--- src/rtl/riscv_mdu_pkg.sv ---
// Shared definitions for the RV32M multiply/divide unit: funct3 encodings,
// divider FSM states and special-case result constants.
package riscv_mdu_pkg;

  localparam logic [2:0] FUNCT3_DIV  = 3'b100;
  localparam logic [2:0] FUNCT3_DIVU = 3'b101;
  localparam logic [2:0] FUNCT3_REM  = 3'b110;
  localparam logic [2:0] FUNCT3_REMU = 3'b111;

  localparam logic [31:0] DIV_OVF_DIVIDEND = 32'h8000_0000;
  localparam logic [31:0] DIV_ALL_ONES     = 32'hFFFF_FFFF;

  typedef enum logic [1:0] {
    StIdle,
    StCalc,
    StFixup,
    StDone
  } div_state_e;

  // Magnitude of v when it is treated as signed, raw value otherwise.
  function automatic logic [31:0] abs_if_signed(logic [31:0] v, logic is_signed);
    return (is_signed && v[31]) ? -v : v;
  endfunction

endpackage

--- src/rtl/div_step.sv ---
// One restoring shift-subtract step: shift the next dividend bit into the
// partial remainder and subtract the divisor if it fits.
module div_step #(
  parameter int unsigned XLEN = 32
) (
  input  logic [XLEN:0]   rem_prev,
  input  logic            dividend_bit,
  input  logic [XLEN-1:0] divisor,
  output logic [XLEN:0]   rem_next,
  output logic            quot_bit
);

  logic [XLEN:0] shifted;
  logic [XLEN:0] diff;

  // The incoming remainder is always below the divisor, so its MSB is zero.
  logic unused_rem_msb;
  assign unused_rem_msb = rem_prev[XLEN];

  // Trial subtraction; keep the difference only when it does not go negative.
  always_comb begin
    shifted  = {rem_prev[XLEN-1:0], dividend_bit};
    diff     = shifted - {1'b0, divisor};
    quot_bit = (shifted >= {1'b0, divisor});
    rem_next = quot_bit ? diff : shifted;
  end

endmodule

--- src/rtl/div_unit_iterative.sv ---
// Iterative RV32M DIV/DIVU/REM/REMU unit with a valid/ready handshake.
// Operands are converted to magnitudes on accept, BITS_PER_CYCLE restoring
// steps run per CALC cycle, and signs and special cases are applied in FIXUP.
// Optional: define DIV_SPECIAL_FASTPATH_EN to send divide-by-zero and signed
// overflow straight from IDLE to FIXUP, skipping CALC.
module div_unit_iterative
  import riscv_mdu_pkg::*;
#(
  parameter int unsigned BITS_PER_CYCLE = 1,
  parameter int unsigned XLEN           = 32
) (
  input  logic            clk,
  input  logic            rst,
  input  logic            i_valid,
  output logic            o_ready,
  input  logic [2:0]      i_funct3,
  input  logic [XLEN-1:0] i_rs1,
  input  logic [XLEN-1:0] i_rs2,
  input  logic            i_kill,
  output logic            o_valid,
  output logic [XLEN-1:0] o_result
);

  localparam int unsigned Steps = XLEN / BITS_PER_CYCLE;
  localparam int unsigned CntW  = $clog2(Steps);
  localparam logic [CntW-1:0] LastCnt = CntW'(Steps - 1);

  if (XLEN != 32) begin : g_bad_xlen
    $error("div_unit_iterative: only XLEN=32 is supported");
  end
  if (BITS_PER_CYCLE != 1 && BITS_PER_CYCLE != 2 && BITS_PER_CYCLE != 4) begin : g_bad_bpc
    $error("div_unit_iterative: BITS_PER_CYCLE must be 1, 2 or 4");
  end

  div_state_e      state_q;
  logic [2:0]      funct3_q;
  logic            signed_q;
  logic            q_neg_q;
  logic            r_neg_q;
  logic            dbz_q;
  logic            ovf_q;
  logic [XLEN-1:0] rs1_q;
  logic [XLEN-1:0] divisor_q;
  logic [XLEN-1:0] dq_q;     // dividend bits shift out the top, quotient bits in the bottom
  logic [XLEN:0]   rem_q;
  logic [CntW-1:0] cnt_q;

  logic            accept;
  logic [2:0]      f3_eff;
  logic            in_signed;
  logic            in_dbz;
  logic            in_ovf;
  logic            is_rem;
  logic [XLEN-1:0] fix_result;

  logic [XLEN:0]           chain_rem [BITS_PER_CYCLE+1];
  logic [BITS_PER_CYCLE-1:0] q_bits;

  assign o_ready = (state_q == StIdle);
  assign accept  = i_valid & o_ready & ~i_kill;

  // Decode the request; an illegal funct3 (bit 2 clear) is executed as DIVU.
  always_comb begin
    f3_eff    = i_funct3[2] ? i_funct3 : FUNCT3_DIVU;
    in_signed = (f3_eff == FUNCT3_DIV) || (f3_eff == FUNCT3_REM);
    in_dbz    = (i_rs2 == '0);
    in_ovf    = in_signed && (i_rs1 == DIV_OVF_DIVIDEND) && (i_rs2 == DIV_ALL_ONES);
  end

  // Chain of restoring steps evaluated in one CALC cycle.
  assign chain_rem[0] = rem_q;
  for (genvar k = 0; k < BITS_PER_CYCLE; k++) begin : g_step
    div_step #(
      .XLEN(XLEN)
    ) u_div_step (
      .rem_prev    (chain_rem[k]),
      .dividend_bit(dq_q[XLEN-1-k]),
      .divisor     (divisor_q),
      .rem_next    (chain_rem[k+1]),
      .quot_bit    (q_bits[BITS_PER_CYCLE-1-k])
    );
  end

  // Sign correction and special-case override of the raw quotient/remainder.
  always_comb begin
    is_rem     = (funct3_q == FUNCT3_REM) || (funct3_q == FUNCT3_REMU);
    fix_result = '0;
    if (dbz_q) begin
      fix_result = is_rem ? rs1_q : DIV_ALL_ONES;
    end else if (ovf_q) begin
      fix_result = is_rem ? '0 : DIV_OVF_DIVIDEND;
    end else if (is_rem) begin
      fix_result = (signed_q && r_neg_q) ? -rem_q[XLEN-1:0] : rem_q[XLEN-1:0];
    end else begin
      fix_result = (signed_q && q_neg_q) ? -dq_q : dq_q;
    end
  end

  // Divider FSM with registered datapath and outputs.
  always_ff @(posedge clk) begin
    if (rst) begin
      state_q   <= StIdle;
      funct3_q  <= '0;
      signed_q  <= 1'b0;
      q_neg_q   <= 1'b0;
      r_neg_q   <= 1'b0;
      dbz_q     <= 1'b0;
      ovf_q     <= 1'b0;
      rs1_q     <= '0;
      divisor_q <= '0;
      dq_q      <= '0;
      rem_q     <= '0;
      cnt_q     <= '0;
      o_valid   <= 1'b0;
      o_result  <= '0;
    end else begin
      o_valid <= 1'b0;
      unique case (state_q)
        StIdle: begin
          if (accept) begin
            funct3_q  <= f3_eff;
            signed_q  <= in_signed;
            q_neg_q   <= i_rs1[XLEN-1] ^ i_rs2[XLEN-1];
            r_neg_q   <= i_rs1[XLEN-1];
            dbz_q     <= in_dbz;
            ovf_q     <= in_ovf;
            rs1_q     <= i_rs1;
            divisor_q <= abs_if_signed(i_rs2, in_signed);
            dq_q      <= abs_if_signed(i_rs1, in_signed);
            rem_q     <= '0;
            cnt_q     <= '0;
`ifdef DIV_SPECIAL_FASTPATH_EN
            state_q   <= (in_dbz || in_ovf) ? StFixup : StCalc;
`else
            state_q   <= StCalc;
`endif
          end
        end
        StCalc: begin
          if (i_kill) begin
            state_q <= StIdle;
          end else begin
            rem_q <= chain_rem[BITS_PER_CYCLE];
            dq_q  <= {dq_q[XLEN-1-BITS_PER_CYCLE:0], q_bits};
            cnt_q <= cnt_q + 1'b1;
            if (cnt_q == LastCnt) begin
              state_q <= StFixup;
            end
          end
        end
        StFixup: begin
          if (i_kill) begin
            state_q <= StIdle;
          end else begin
            o_result <= fix_result;
            o_valid  <= 1'b1;
            state_q  <= StDone;
          end
        end
        StDone: begin
          state_q <= StIdle;
        end
        default: begin
          state_q <= StIdle;
        end
      endcase
    end
  end

  a_legal_funct3: assert property (@(posedge clk) disable iff (rst) accept |-> i_funct3[2]);

endmodule

--- config.mk ---
export PLATFORM = sky130hd
export DESIGN_NAME = div_unit_iterative
export DESIGN_NICKNAME = d
export VERILOG_FILES = /design/src/rtl/riscv_mdu_pkg.sv /design/src/rtl/div_step.sv /design/src/rtl/div_unit_iterative.sv
export SDC_FILE = /design/constraint.sdc
export NUM_CORES = 1
export LEC_CHECK = 0
export ABC_AREA = 1
export BUFFER_PORTS_ARGS = -buffer_cell sky130_fd_sc_hd__clkbuf_2
export CORE_MARGIN = 3
export CORE_UTILIZATION = 40
export CTS_CLUSTER_SIZE = 12
export DETAILED_ROUTE_END_ITERATION = 10
export GPL_TIMING_DRIVEN = 1
export SLEW_MARGIN = 20
export SYNTH_ARGS = -nofsm -noshare
export SYNTH_HDL_FRONTEND = slang
export SYNTH_SLANG_ARGS = --single-unit
--- constraint.sdc ---
create_clock -name clk -period 2.4 [get_ports clk]
set_input_delay 0.12 -clock clk [delete_from_list [all_inputs] [get_ports clk]]
set_output_delay 0.12 -clock clk [all_outputs]
set_load 0.1 [all_outputs]
# Word level (Yosys, flattened, before mapping)
# Cells that the tools add are included.
# classes
n_addsub	6
mul	0
n_div	0
magnitude_cmp	1
n_eq_ne	13
shifts	0
muxes	26
bitwise	5
reduce_logical	16
# op_table
operator	count
two-way mux 32 bit	14
negator 32 bit	4
case mux 32 bit (2 select lines)	2
== test 32 bit (second input constant)	2
>= comparator 33 x 32 -> 1 bit	1
zero test 32 bit	1
subtractor 32 bit	1
== test 3 bit (second input constant)	4
two-way mux 2 bit	5
two-way mux 5 bit	2
case mux 5 bit (2 select lines)	1
case mux 2 bit (4 select lines)	1
logical AND 1 bit	6
AND reduction 2 bit	3
adder 5 x 1 -> 5 bit (second input constant)	1
== test 5 bit (second input constant)	1
== test 2 bit (second input constant)	2
inequality test 3 bit (second input constant)	1
AND reduction 3 bit	1
AND 1 bit	2
== test 2 x 1 -> 1 bit (second input constant)	1
zero test 2 bit	1
logical OR 1 bit	2
inequality test 2 x 1 -> 1 bit (second input constant)	1
6 further kinds	7
# word_totals
ff_bits	176
latchBits	0
ram_bits	0
mem_bits_ro	0
input_bits	71
output_inout_bits	34
elab_cells	81
mem_count	0

# Depth between registers and ports, before layout
# Gate-level depths: netlist of the first run.
# depth
depth_word	7
mapped_depth	17
depth_no_buf	16

# Hierarchy
# Synthesis of the first run repeated with hierarchy kept, for this count alone.
# hier_totals
cells_unflattened	2370
area_unflattened_um2	13918.3
# modules_own_cells
mod	n_inst	cells_each	area_each_um2	seq_area_each_um2
div_unit_iterative	1	1674	10670.2	3503.4
div_step	1	696	3248.1	0.0

# Worst setup path before layout of the first run
# OpenSTA, ideal clock, no wires.
# synth_timing
kind	reg-to-reg
startpoint	reg state_q[1]
endpoint	reg dq_q[16]
setup_ps	122
arrival_time_ps	1880
required_ps	2278
slack_ps	398
path_stages_with_launch	9
path_buffers	2
synth_period_minus_slack_ps	2002
path_cell_list	dfxtp_1 -> nor2_4 -> nand3_4 -> inv_2 -> nor2_2 -> buf_4 -> buf_2 -> a21oi_1 -> a21oi_1
# synth_via
elab_chain_cells	5
word_cells_on_any_way	9
cone_classes	eq/ne (3); mux (1); bitwise (2); reduce/logical (3)
# synth_lines
item	line	rtl
start: declaration	div_unit_iterative.sv:35	div_state_e state_q;
start signal: assignment	div_unit_iterative.sv:102	state_q <= StIdle;
start signal: assignment	div_unit_iterative.sv:135	state_q <= StCalc;
start signal: assignment	div_unit_iterative.sv:141	state_q <= StIdle;
zero test 2 bit *	div_unit_iterative.sv:59	assign o_ready = (state_q == StIdle);
net o_ready	div_unit_iterative.sv:15	output logic o_ready,
AND 1 bit (2 in a row)	div_unit_iterative.sv:60	assign accept = i_valid & o_ready & ~i_kill;
inequality test 2 x 1 -> 1 bit (no line)	n/a	
AND reduction 3 bit (no line)	n/a	
end signal: assignment	div_unit_iterative.sv:129	dq_q <= abs_if_signed(i_rs1, in_signed);
end signal: assignment	div_unit_iterative.sv:144	dq_q <= {dq_q[XLEN-1-BITS_PER_CYCLE:0], q_bits};
end: declaration	div_unit_iterative.sv:44	logic [XLEN-1:0] dq_q;
# Mark *: on every way through the listed nets, which the timed path passes. The rest lies on a longest branch.
# A chain may end at the register's enable or synchronous reset.

# Final worst setup path of the first run
# layout_timing
startpoint	reg divisor_q[29]
endpoint	reg rem_q[23]
# layout_via
elab_chain_cells	4
# layout_lines
item	line	rtl
start: declaration	div_unit_iterative.sv:43	logic [XLEN-1:0] divisor_q;
start signal: assignment	div_unit_iterative.sv:128	divisor_q <= abs_if_signed(i_rs2, in_signed);
>= comparator 33 x 32 -> 1 bit	div_step.sv:24	quot_bit = (shifted >= {1'b0, divisor});
two-way mux 32 bit	div_step.sv:25	rem_next = quot_bit ? diff : shifted;
two-way mux 32 bit	div_unit_iterative.sv:140	if (i_kill) begin
case mux 32 bit (2 select lines)	div_unit_iterative.sv:118	unique case (state_q)
end signal: assignment	div_unit_iterative.sv:143	rem_q <= chain_rem[BITS_PER_CYCLE];
end: declaration	div_unit_iterative.sv:45	logic [XLEN:0] rem_q;
# No other way between the ends. The select of a mux whose other input is x is not followed.

==> flow_summary.yaml, run 1 <==
cts:
  cts_max_level: 4
  cts_buffer_depth: 2
  tritoncts: "built"
  cts.clk_slew.worst_paths_ns: 0.08
  cts-buffers-inserted: 17
  cts_sinks: 174
  clock_latency_ns: 0.46
  clock-root-buffer: "clkbuf_16"
synthesis:
  synth-edff-count: 0
  netlist_top_cells_count: "nand2_1 (607), inv_1 (333), nand3_1 (265)"
  synth-seq-area-share_pct: 25.27
  async_flop_share_pct: 0
  synth.avg_cell_area_um2: 5.839
  synth_fa_ha_area_share_pct: 3.685
  synth_mux_area_share_pct: 0
  synth.distinct_cells: 46
  synth_area_leaders: "dfxtp_1 (25%), nand2_1 (17%), nand3_1 (9.6%)"
  synth-compound-area-share_pct: 18.29
  synth_area_leader_cell: "dfxtp_1"
  synth_nets: 2472
  synth_top_family_by_area: "simple AND/OR/NAND/NOR gates"
  synthCells: 2361
  synthXorXnorAreaFrac_pct: 1.715
  synth_area_um2: 13790
  yosys.cell_count.top_type: "nand2_1"
  yosysTopAreaCellShare_pct: 25.27
  ys.flop_type: "dfxtp_1"
  yosys.area_share.simple_pct: 38.33
  yosys_register_bits: 174
  yosysWarnings: 0
grt:
  track_usage_pct: 29.39
  grt_pass1_vias: 14636
  antenna_found_initial: 1
  grt_max_degree: 67
  grt_pass1_wl_um: 83120
  gr-total-overflow: 0
final_layout:
  n_fill_cell: 3686
  regArea_um2: 3485
  fin_nets: 2619
  final_layout_size_suffix_gt1_share_pct: 13.05
  diodes: 0
  multi_input_area_um2: 8691
  final_cells: 2969
  syn2layout_area_growth_pct: 17.02
critical_path:
  crit_chain: "inv_1 -> ha_2 -> nand2_1 -> nor2_2 -> nand2_1 -> nor2_2 -> nor2_4 -> buf_4 -> nand2_4 -> nand2_1 -> nand3_1 -> a21oi_1"
  end_kind: "flip-flop"
  arrival_ns: 2.66
  crit_type: "reg -> reg"
  crit_fanout: 16
  start_kind: "flip-flop"
  slowest_delay_ns: 0.42
  required_ns: 2.73
  critPathTopFamily: "simple AND/OR/NAND/NOR gates"
  path_common_cell: "nand2_1"
  worst-path-buf-inv: 2
  cp_slowest_cell: "ha_2"
detailed_routing:
  wirelength_um: 54870
  vias: 16138
  wire_per_inst_um: 18.48
  via_per_inst: 5.436
  ant_nets: 0
  dr.pass1.iters: 5
  drt_iter0_drc: 1831
  drc_errors: 0
job:
  cap_violations: 0
timing:
  fin_crit_sh_pct: 96.96
  whs_ns: 0.01680
  fin_crit_ns: 2.327
  hold_viol_final: 0
  setup_viol: 0
  slew_viol_final: 0
  fin_ws_ns: 0.07300
  max_freq_mhz: 429.7
  rsz0062_at_grt: "yes"
  clock_skew_ns: 0.01082
  worst_pin_slew_ns: 0.7318
  relSlewSlack_pct: 51.16
power:
  p_leak_nw: 7.760
  ir_drop_uv: 599.6
  power_density_nw_per_um2: 670.6
  finalPower_mw: 10.82
  power_frac_clock_pct: 26.6
  netSwitchingPower_mw: 4.728
  p_comb_share_pct: 43.8
  internal-power_mw: 6.090
  p_seq_share_pct: 29.6
  swShare_pct: 43.71
place:
  numPortBuffers: 104
  dpl.hpwl_um: 43010
  place_ws_ns: -0.01259
  place_congestion: 0.9374
  placed_cells: 2913
outcome:
  outcome: "finished, final reports clean"
floorplan:
  io_pins: 105
  die_h_um: 191.6
  die_w_um: 191.6
  start_util_pct: 40.81
  fp.coreArea_um2: 33780
  die_area_um2: 36730
  rows: 67
worst_hold_path:
  min_path_type: "in -> reg"
-- tightest hold or removal path: cells and delay by family --
family | cells | cell delay (ns)
buffers and inverters | 2 | 0.21
AO/OA/AOI/OAI | 1 | 0.09
-- cell families (layout without fill, tap and decap cells) --
family	count (synthesis)	after routing
adders and majority gates	40	40
AOI/OAI and AO/OA	467	467
and+or+nand+nor	1214	1215
xor gates and xnor gates	27	27
buffers and inverters	439	598
DFF	174	174
-- path summary, 6_finish.rpt --
check	startpoint	endpoint	slack (ns)	depth (start not counted)
max	divisor_q[29]	rem_q[23]	0.07	12
min	i_rs1[10]	rs1_q[10]	0.02	3
min reg2reg	divisor_q[2]	divisor_q[2]	0.46	2
max reg2reg	divisor_q[29]	rem_q[23]	0.07	12
-- routing by layer --
layer,GRT usage [%],vias up,routed length [um]
li1,-,8004,-
met1,44.22,7495,26690
met2,43.95,581,23370
met3,3.906,58,3677
met4,7.536,0,1132
met5,0,-,0
-- through the flow --
stage               setup TNS (ns)  utilization [%]  instance area [um2]
finish                           0            47.75                16130
floorplan                        0                -                13790
global route               -0.1569            47.75                16130
global placement          -0.05659            44.87                15160
detailed placement        -0.01259            44.87                15160
CTS                              0            47.18                15940
-- state kept, by name (all words and copies together), names as in the netlist --
signal	flops
divisor_q	32
dq_q	32
o_result	32
rem_q	32
rs1_q	31
cnt_q	5
funct3_q	2
state_q	2
dbz_q	1
o_valid	1
ovf_q	1
q_neg_q	1
r_neg_q	1
signed_q	1
-- power groups by stage --
stage	Combinational, mW	Clock (mW)	Sequential, mW
2_1_floorplan	3.09	0	3.26
3_3_place_gp	4.43	0	3.26
3_5_place_dp	4.43	0	3.27
4_1_cts	4.48	2.89	3.20
5_1_grt	5.25	3.01	3.22
6_report	4.74	2.87	3.21
-- cell type report --
type                            instances  share of cell area, %
Clock buffer                           18                  2.660
Clock inverter                         14                 0.9075
Inverter                              349                  8.121
Multi-Input combinational cell       1749                  53.87
Tap cell                              448                  3.475
Timing Repair Buffer                  217                  9.362
Sequential cell                       174                  21.60
-- placed cells by master, fill, tap and decap left out, types with 3 or more instances in the layout --
master and count:
nand2_2 12, o22ai_1 27, nor2_1 207, o32ai_1 4
o21a_1 3, ha_2 6, xor2_1 12, nor3_2 4
a31oi_1 16, nand3_1 263, clkinv_4 4, a21oi_2 8
inv_6 5, dfxtp_1 173, clkinv_1 4, nor2_4 8
nand3_2 11, nor4_1 9, o211ai_1 14, clkbuf_2 104
dlygate4sd3_1 20, inv_1 327, inv_2 18, nand4_1 36
o21ai_0 181, clkbuf_16 18, a21oi_1 190, nor2_2 22
ha_1 29, buf_12 5, nand3b_1 6, ha_4 4
buf_4 85, nor3_1 28, xnor2_1 15, a221oi_1 3
nand2_1 601, o21ai_1 11
-- timing repair --
| action | in CTS | in global routing |
|---|---|---|
| endpoints found under the hold margin | 19 | 0 |
| setup buffers | 0 | 2 |
| resized for setup | 1 | 39 |
| endpoints found under the setup margin | 1 | 34 |
| pin swaps | 0 | 2 |
| hold buffers | 20 | 0 |
| gates cloned | 0 | 2 |
Note: power is estimated with default switching activity, not from simulation.
==> run 2: changes to the inputs <==
- CORE_MARGIN: 3 -> 2
==> run 2 against run 1 <==
Net effect: sequential share of layout area increased by 0.25 points; cell area is 1.1% lower; core utilization decreased by 0.39 points; worst setup slack better by 0.028 ns; clock skew grew 0.0037 ns; total power up 0.91%; die area is 2.1% lower; critical endpoint is now rem_q[2]; non-clock buffer count fell by 19; first-iteration DRC count increased by 0.66%.
==> flow_summary.yaml, run 2 (synthesis results as in run 1) <==
outcome:
  outcome: "finished, final reports clean"
grt:
  track_usage_pct: 30.25
  grt_pass1_vias: 14888
  gr-total-overflow: 0
  grt_pass1_wl_um: 83890
  antenna_found_initial: 1
  grt_max_degree: 67
worst_hold_path:
  hold_start: "i_rs1[5]"
  min_path_type: "in -> reg"
detailed_routing:
  drt_iter0_drc: 1843
  via_per_inst: 5.508
  dr.pass1.iters: 5
  drc_errors: 0
  vias: 16242
  ant_nets: 0
  wire_per_inst_um: 18.50
  wirelength_um: 54540
critical_path:
  required_ns: 2.72
  rr_startpoint: "divisor_q[25]"
  critPathLaunch: "divisor_q[25]"
  arrival_ns: 2.62
  end_kind: "flip-flop"
  crit_type: "reg -> reg"
  crit_fanout: 21
  start_kind: "flip-flop"
place:
  numPortBuffers: 104
  place_ws_ns: -0.007007
  dpl.hpwl_um: 42500
  place_congestion: 0.9867
timing:
  whs_ns: 0.02131
  clock_skew_ns: 0.01447
  setup_viol: 0
  worst_pin_slew_ns: 0.9478
  fin_crit_ns: 2.299
  hold_viol_final: 0
  fin_ws_ns: 0.1014
  relSlewSlack_pct: 36.82
  fin_tns_setup_ns: 0
  fin_crit_sh_pct: 95.77
  max_freq_mhz: 435.0
  slew_viol_final: 0
final_layout:
  layout_common_cells: "nand2_1 (603), inv_1 (329), nand3_1 (263)"
  fin_util_pct: 47.36
  layout_commonest_cell: "nand2_1"
  diodes: 0
  n_fill_cell: 3677
  final_layout_size_suffix_gt1_share_pct: 12.16
  fin_nets: 2599
  syn2layout_area_growth_pct: 15.78
floorplan:
  die_w_um: 189.6
  rows: 67
  die_h_um: 189.6
  start_util_pct: 40.91
  fp.coreArea_um2: 33700
  io_pins: 105
  die_area_um2: 35970
cts:
  clock_latency_ns: 0.45
  cts_buffer_depth: 2
  cts.clk_slew.worst_paths_ns: 0.07
  clock-root-buffer: "clkbuf_16"
  tritoncts: "built"
  cts_max_level: 4
  cts-buffers-inserted: 17
  cts_sinks: 174
power:
  netSwitchingPower_mw: 4.617
  p_leak_nw: 7.658
  power_density_nw_per_um2: 683.9
  p_comb_share_pct: 42.9
  swShare_pct: 42.29
  power_frac_clock_pct: 27.5
  p_seq_share_pct: 29.6
  internal-power_mw: 6.299
  finalPower_mw: 10.92
  ir_drop_uv: 552.9
job:
  cap_violations: 0
-- run 2: changes by cell type in the layout (fill, tap and decap cells not counted), moves of 3 or more --
cell / previous run / this run
clkbuf_8: 0 / 4
ha_4: 4 / 1
nor2_2: 22 / 19
buf_4: 85 / 67
clkinv_4: 4 / 0
ha_1: 29 / 32
-- run 2: final timing paths --
kind                   to  depth (start not counted)  slack [ns]
min              rs1_q[5]                          3        0.02
max              rem_q[2]                         14        0.10
min reg2reg  divisor_q[2]                          2        0.45
max reg2reg      rem_q[2]                         14        0.10
-- run 2: per-stage QoR --
| stage | area [um2] | instances |
|---|---|---|
| floorplan | 13790 | 2361 |
| global placement | 15050 | 2896 |
| detailed placement | 15050 | 2896 |
| CTS | 15860 | 2947 |
| global route | 15960 | 2949 |
| finish | 15960 | 2949 |
-- run 2: layer usage --
| metal | part of all wire [%] | GRT usage (%) | up-vias |
|---|---|---|---|
| li1 | - | - | 7983 |
| met1 | 46 | 44.03 | 7512 |
| met2 | 42 | 44.52 | 663 |
| met3 | 8.8 | 5.386 | 82 |
| met4 | 3.0 | 10.67 | 2 |
| met5 | 0.024 | 0 | - |
-- run 2: timing repair --
item,4_1_cts,5_1_grt
setup endpoints to repair,1,33
buffers inserted,0,2
endpoints found under the hold margin,18,0
hold buffers,19,0
pin swaps,0,1
gates resized for setup,1,32
-- run 2: power by group through the flow --
stage               Clock, mW  Combinational [mW]  Sequential (mW)
finish                   3.00                4.69             3.23
global route             3.12                5.22             3.24
CTS                      3.04                4.51             3.22
detailed placement          0                4.47             3.28
global placement            0                4.45             3.28
floorplan                   0                3.09             3.26
-- run 2: worst max-delay path: stages, from the launching register on --
cell and delay [ns]:
dfxtp_1 0.33, inv_1 0.14, ha_2 0.42, nand2_1 0.13
nor2_4 0.18, nand2_1 0.06, nor2_1 0.15, nand3_1 0.12
nand2_2 0.09, nor2_4 0.05, nand2_4 0.09, buf_12 0.16
o21ai_0 0.09, nand3_1 0.07, a21oi_1 0.06
-- run 2: final cells by class --
| type | instances | area (um2) | share of cell area [%] |
|---|---|---|---|
| multi-input cells | 1748 | 8635 | 54.10 |
| flip-flops and latches | 174 | 3487 | 21.85 |
| repair buffers | 198 | 1360 | 8.521 |
| inverters | 349 | 1310 | 8.207 |
| well taps | 448 | 560.5 | 3.512 |
| clock buffers | 22 | 484.2 | 3.034 |
| clock inverters | 10 | 125.1 | 0.7839 |
==> run 3: changes to the inputs <==
- BUFFER_PORTS_ARGS: -buffer_cell sky130_fd_sc_hd__clkbuf_2 -> not set
- DONT_BUFFER_PORTS: not set -> 1
==> run 3 against run 2 <==
Net effect: combinational power decreased by 3%; sequential share of layout area is 0.24 points lower; clock skew about the same; die area unchanged; via count down 0.74%; non-clock buffer count is 23 lower; core utilization is 0.57 points higher; cell area increased by 1.2%; register-to-register slack improved by 0.02 ns; sequential power about the same; worst setup slack improved by 0.018 ns; critical endpoint is now rem_q[28]; largest power group unchanged.
==> flow_summary.yaml, run 3 (synthesis results as in run 1) <==
outcome:
  outcome: "finished, final reports clean"
critical_path:
  ff2ff_path_depth: 13
  end_kind: "flip-flop"
  crit_fanout: 21
  crit_chain: "inv_1 -> ha_4 -> buf_4 -> nand2_1 -> nor3_2 -> nand3_1 -> nand2_2 -> nor2_4 -> nand2_4 -> buf_12 -> nand3_1 -> nand2_1 -> a21oi_2"
  rrSetupSlack_ns: 0.12
  crit_type: "reg -> reg"
  start_kind: "flip-flop"
  slowest_delay_ns: 0.33
  rr_startpoint: "divisor_q[28]"
  arrival_ns: 2.62
  required_ns: 2.74
  rr_endpoint: "rem_q[28]"
  cp_slowest_cell: "ha_4"
worst_hold_path:
  min_to: "divisor_q[3]"
  hold_start: "i_rs2[2]"
  min_path_cells: 3
  min_path_type: "in -> reg"
floorplan:
  io_pins: 105
  start_util_pct: 40.91
  die_w_um: 189.6
  die_area_um2: 35970
  fp.coreArea_um2: 33700
  rows: 67
  die_h_um: 189.6
final_layout:
  final_area_um2: 16150
  final_layout_size_suffix_gt1_share_pct: 9.524
  syn2layout_area_growth_pct: 17.17
  layout_common_cells: "nand2_1 (603), inv_1 (331), nand3_1 (262)"
  multi_input_area_um2: 8675
  fin_nets: 2576
  regArea_um2: 3491
  layout_commonest_cell: "nand2_1"
  diodes: 0
  n_fill_cell: 3653
  final_cells: 2926
detailed_routing:
  drt_iter0_drc: 1812
  via_per_inst: 5.510
  drc_errors: 0
  ant_nets: 0
  wirelength_um: 54290
  wire_per_inst_um: 18.55
  vias: 16121
  dr.pass1.iters: 6
timing:
  setup_viol: 0
  clock_skew_ns: 0.01415
  fin_crit_ns: 2.280
  max_freq_mhz: 438.6
  relSlewSlack_pct: 37.96
  worst_pin_slew_ns: 0.9293
  slew_viol_final: 0
  fin_crit_sh_pct: 95.00
  hold_viol_final: 0
cts:
  clock_latency_ns: 0.46
  cts.clk_slew.worst_paths_ns: 0.07
  cts_buffer_depth: 2
  cts-buffers-inserted: 17
  clock-root-buffer: "clkbuf_16"
  cts_max_level: 4
  tritoncts: "built"
  cts_sinks: 174
place:
  dpl.hpwl_um: 41700
  dpl_cell_area_um2: 14730
  numPortBuffers: 0
  placed_cells: 2825
  place_congestion: 0.9870
grt:
  grt_pass1_wl_um: 84050
  grt_pass1_vias: 14801
  gr-total-overflow: 0
  grtUsageMet1_pct: 43.77
  top_usage_layer: "met2"
  met2_usage_pct: 45.39
  use_met3_pct: 5.091
  track_usage_pct: 30.16
  grt_max_degree: 64
  antenna_found_initial: 0
power:
  p_leak_nw: 7.593
  finalPower_mw: 10.69
  ir_drop_uv: 597.2
  power_density_nw_per_um2: 661.6
job:
  cap_violations: 0
-- run 3: cell count changes in the layout (fill, tap and decap cells not counted), sizes merged --
| cell | delta |
|---|---|
| dlygate4sd3 | +47 |
| buf | +34 |
| inv | +6 |
| clkinvlp | -2 |
| clkinv | +3 |
| clkbuf | -109 |
| bufinv | -2 |
-- run 3: worst max-delay path: cells and delay by family (launching register included) --
kind	cells	cell delay [ns]
AND/OR/NAND/NOR	8	1.02
buffers and inverters	3	0.44
adder cells (fa/ha/maj)	1	0.33
flip-flops	1	0.31
AO/OA/AOI/OAI	1	0.05
-- run 3: repair_timing --
item / 4_1_cts / 5_1_grt
resized for setup: 0 / 36
endpoints found under the hold margin: 119 / 0
buffers inserted: 0 / 2
endpoints found under the setup margin: 0 / 33
hold buffers: 67 / 0
-- run 3: how the worst max path moves through the flow --
stage,from,endpoint,slack (ns)
floorplan,state_q[1],dq_q[16],0.40
global placement,rem_q[10],rem_q[30],0.08
detailed placement,rem_q[10],rem_q[31],0.07
CTS,rem_q[10],rem_q[31],0.02
global route,divisor_q[28],rem_q[28],-0.02
finish,divisor_q[28],rem_q[28],0.12
-- run 3: final cells by class --
type	count	area share, %
Clock buffer	17	2.634
Clock inverter	15	0.9915
Inverter	349	8.110
Multi-Input combinational cell	1748	53.70
Sequential cell	174	21.61
Tap cell	448	3.470
Timing Repair Buffer	175	9.481
-- run 3: power by group --
group / leakage (nW) / internal (mW) / switching, mW / total, mW
Clock: 0.286 / 1.41 / 1.50 / 2.90
Combinational: 5.89 / 1.57 / 2.99 / 4.56
Sequential: 1.42 / 3.05 / 0.170 / 3.22
Total: 7.59 / 6.03 / 4.66 / 10.7
-- run 3: metal layers --
metal,wire (um),part of all wire (%)
met2,23140,43
met4,1527,2.8
met1,24950,46
met3,4666,8.6
met5,0,0
-- run 3: stage by stage --
stage          utilization, %  hold WS, ns  setup WS [ns]  TNS [ns]
2_1_floorplan               -       0.2388         0.3980         0
6_report                47.93      0.01657         0.1199         0
3_3_place_gp            43.71       0.1978        0.07883         0
4_1_cts                 47.47    0.0009720        0.02232         0
5_1_grt                 47.93      0.03339       -0.01633  -0.02661
3_5_place_dp            43.71       0.1973        0.07022         0
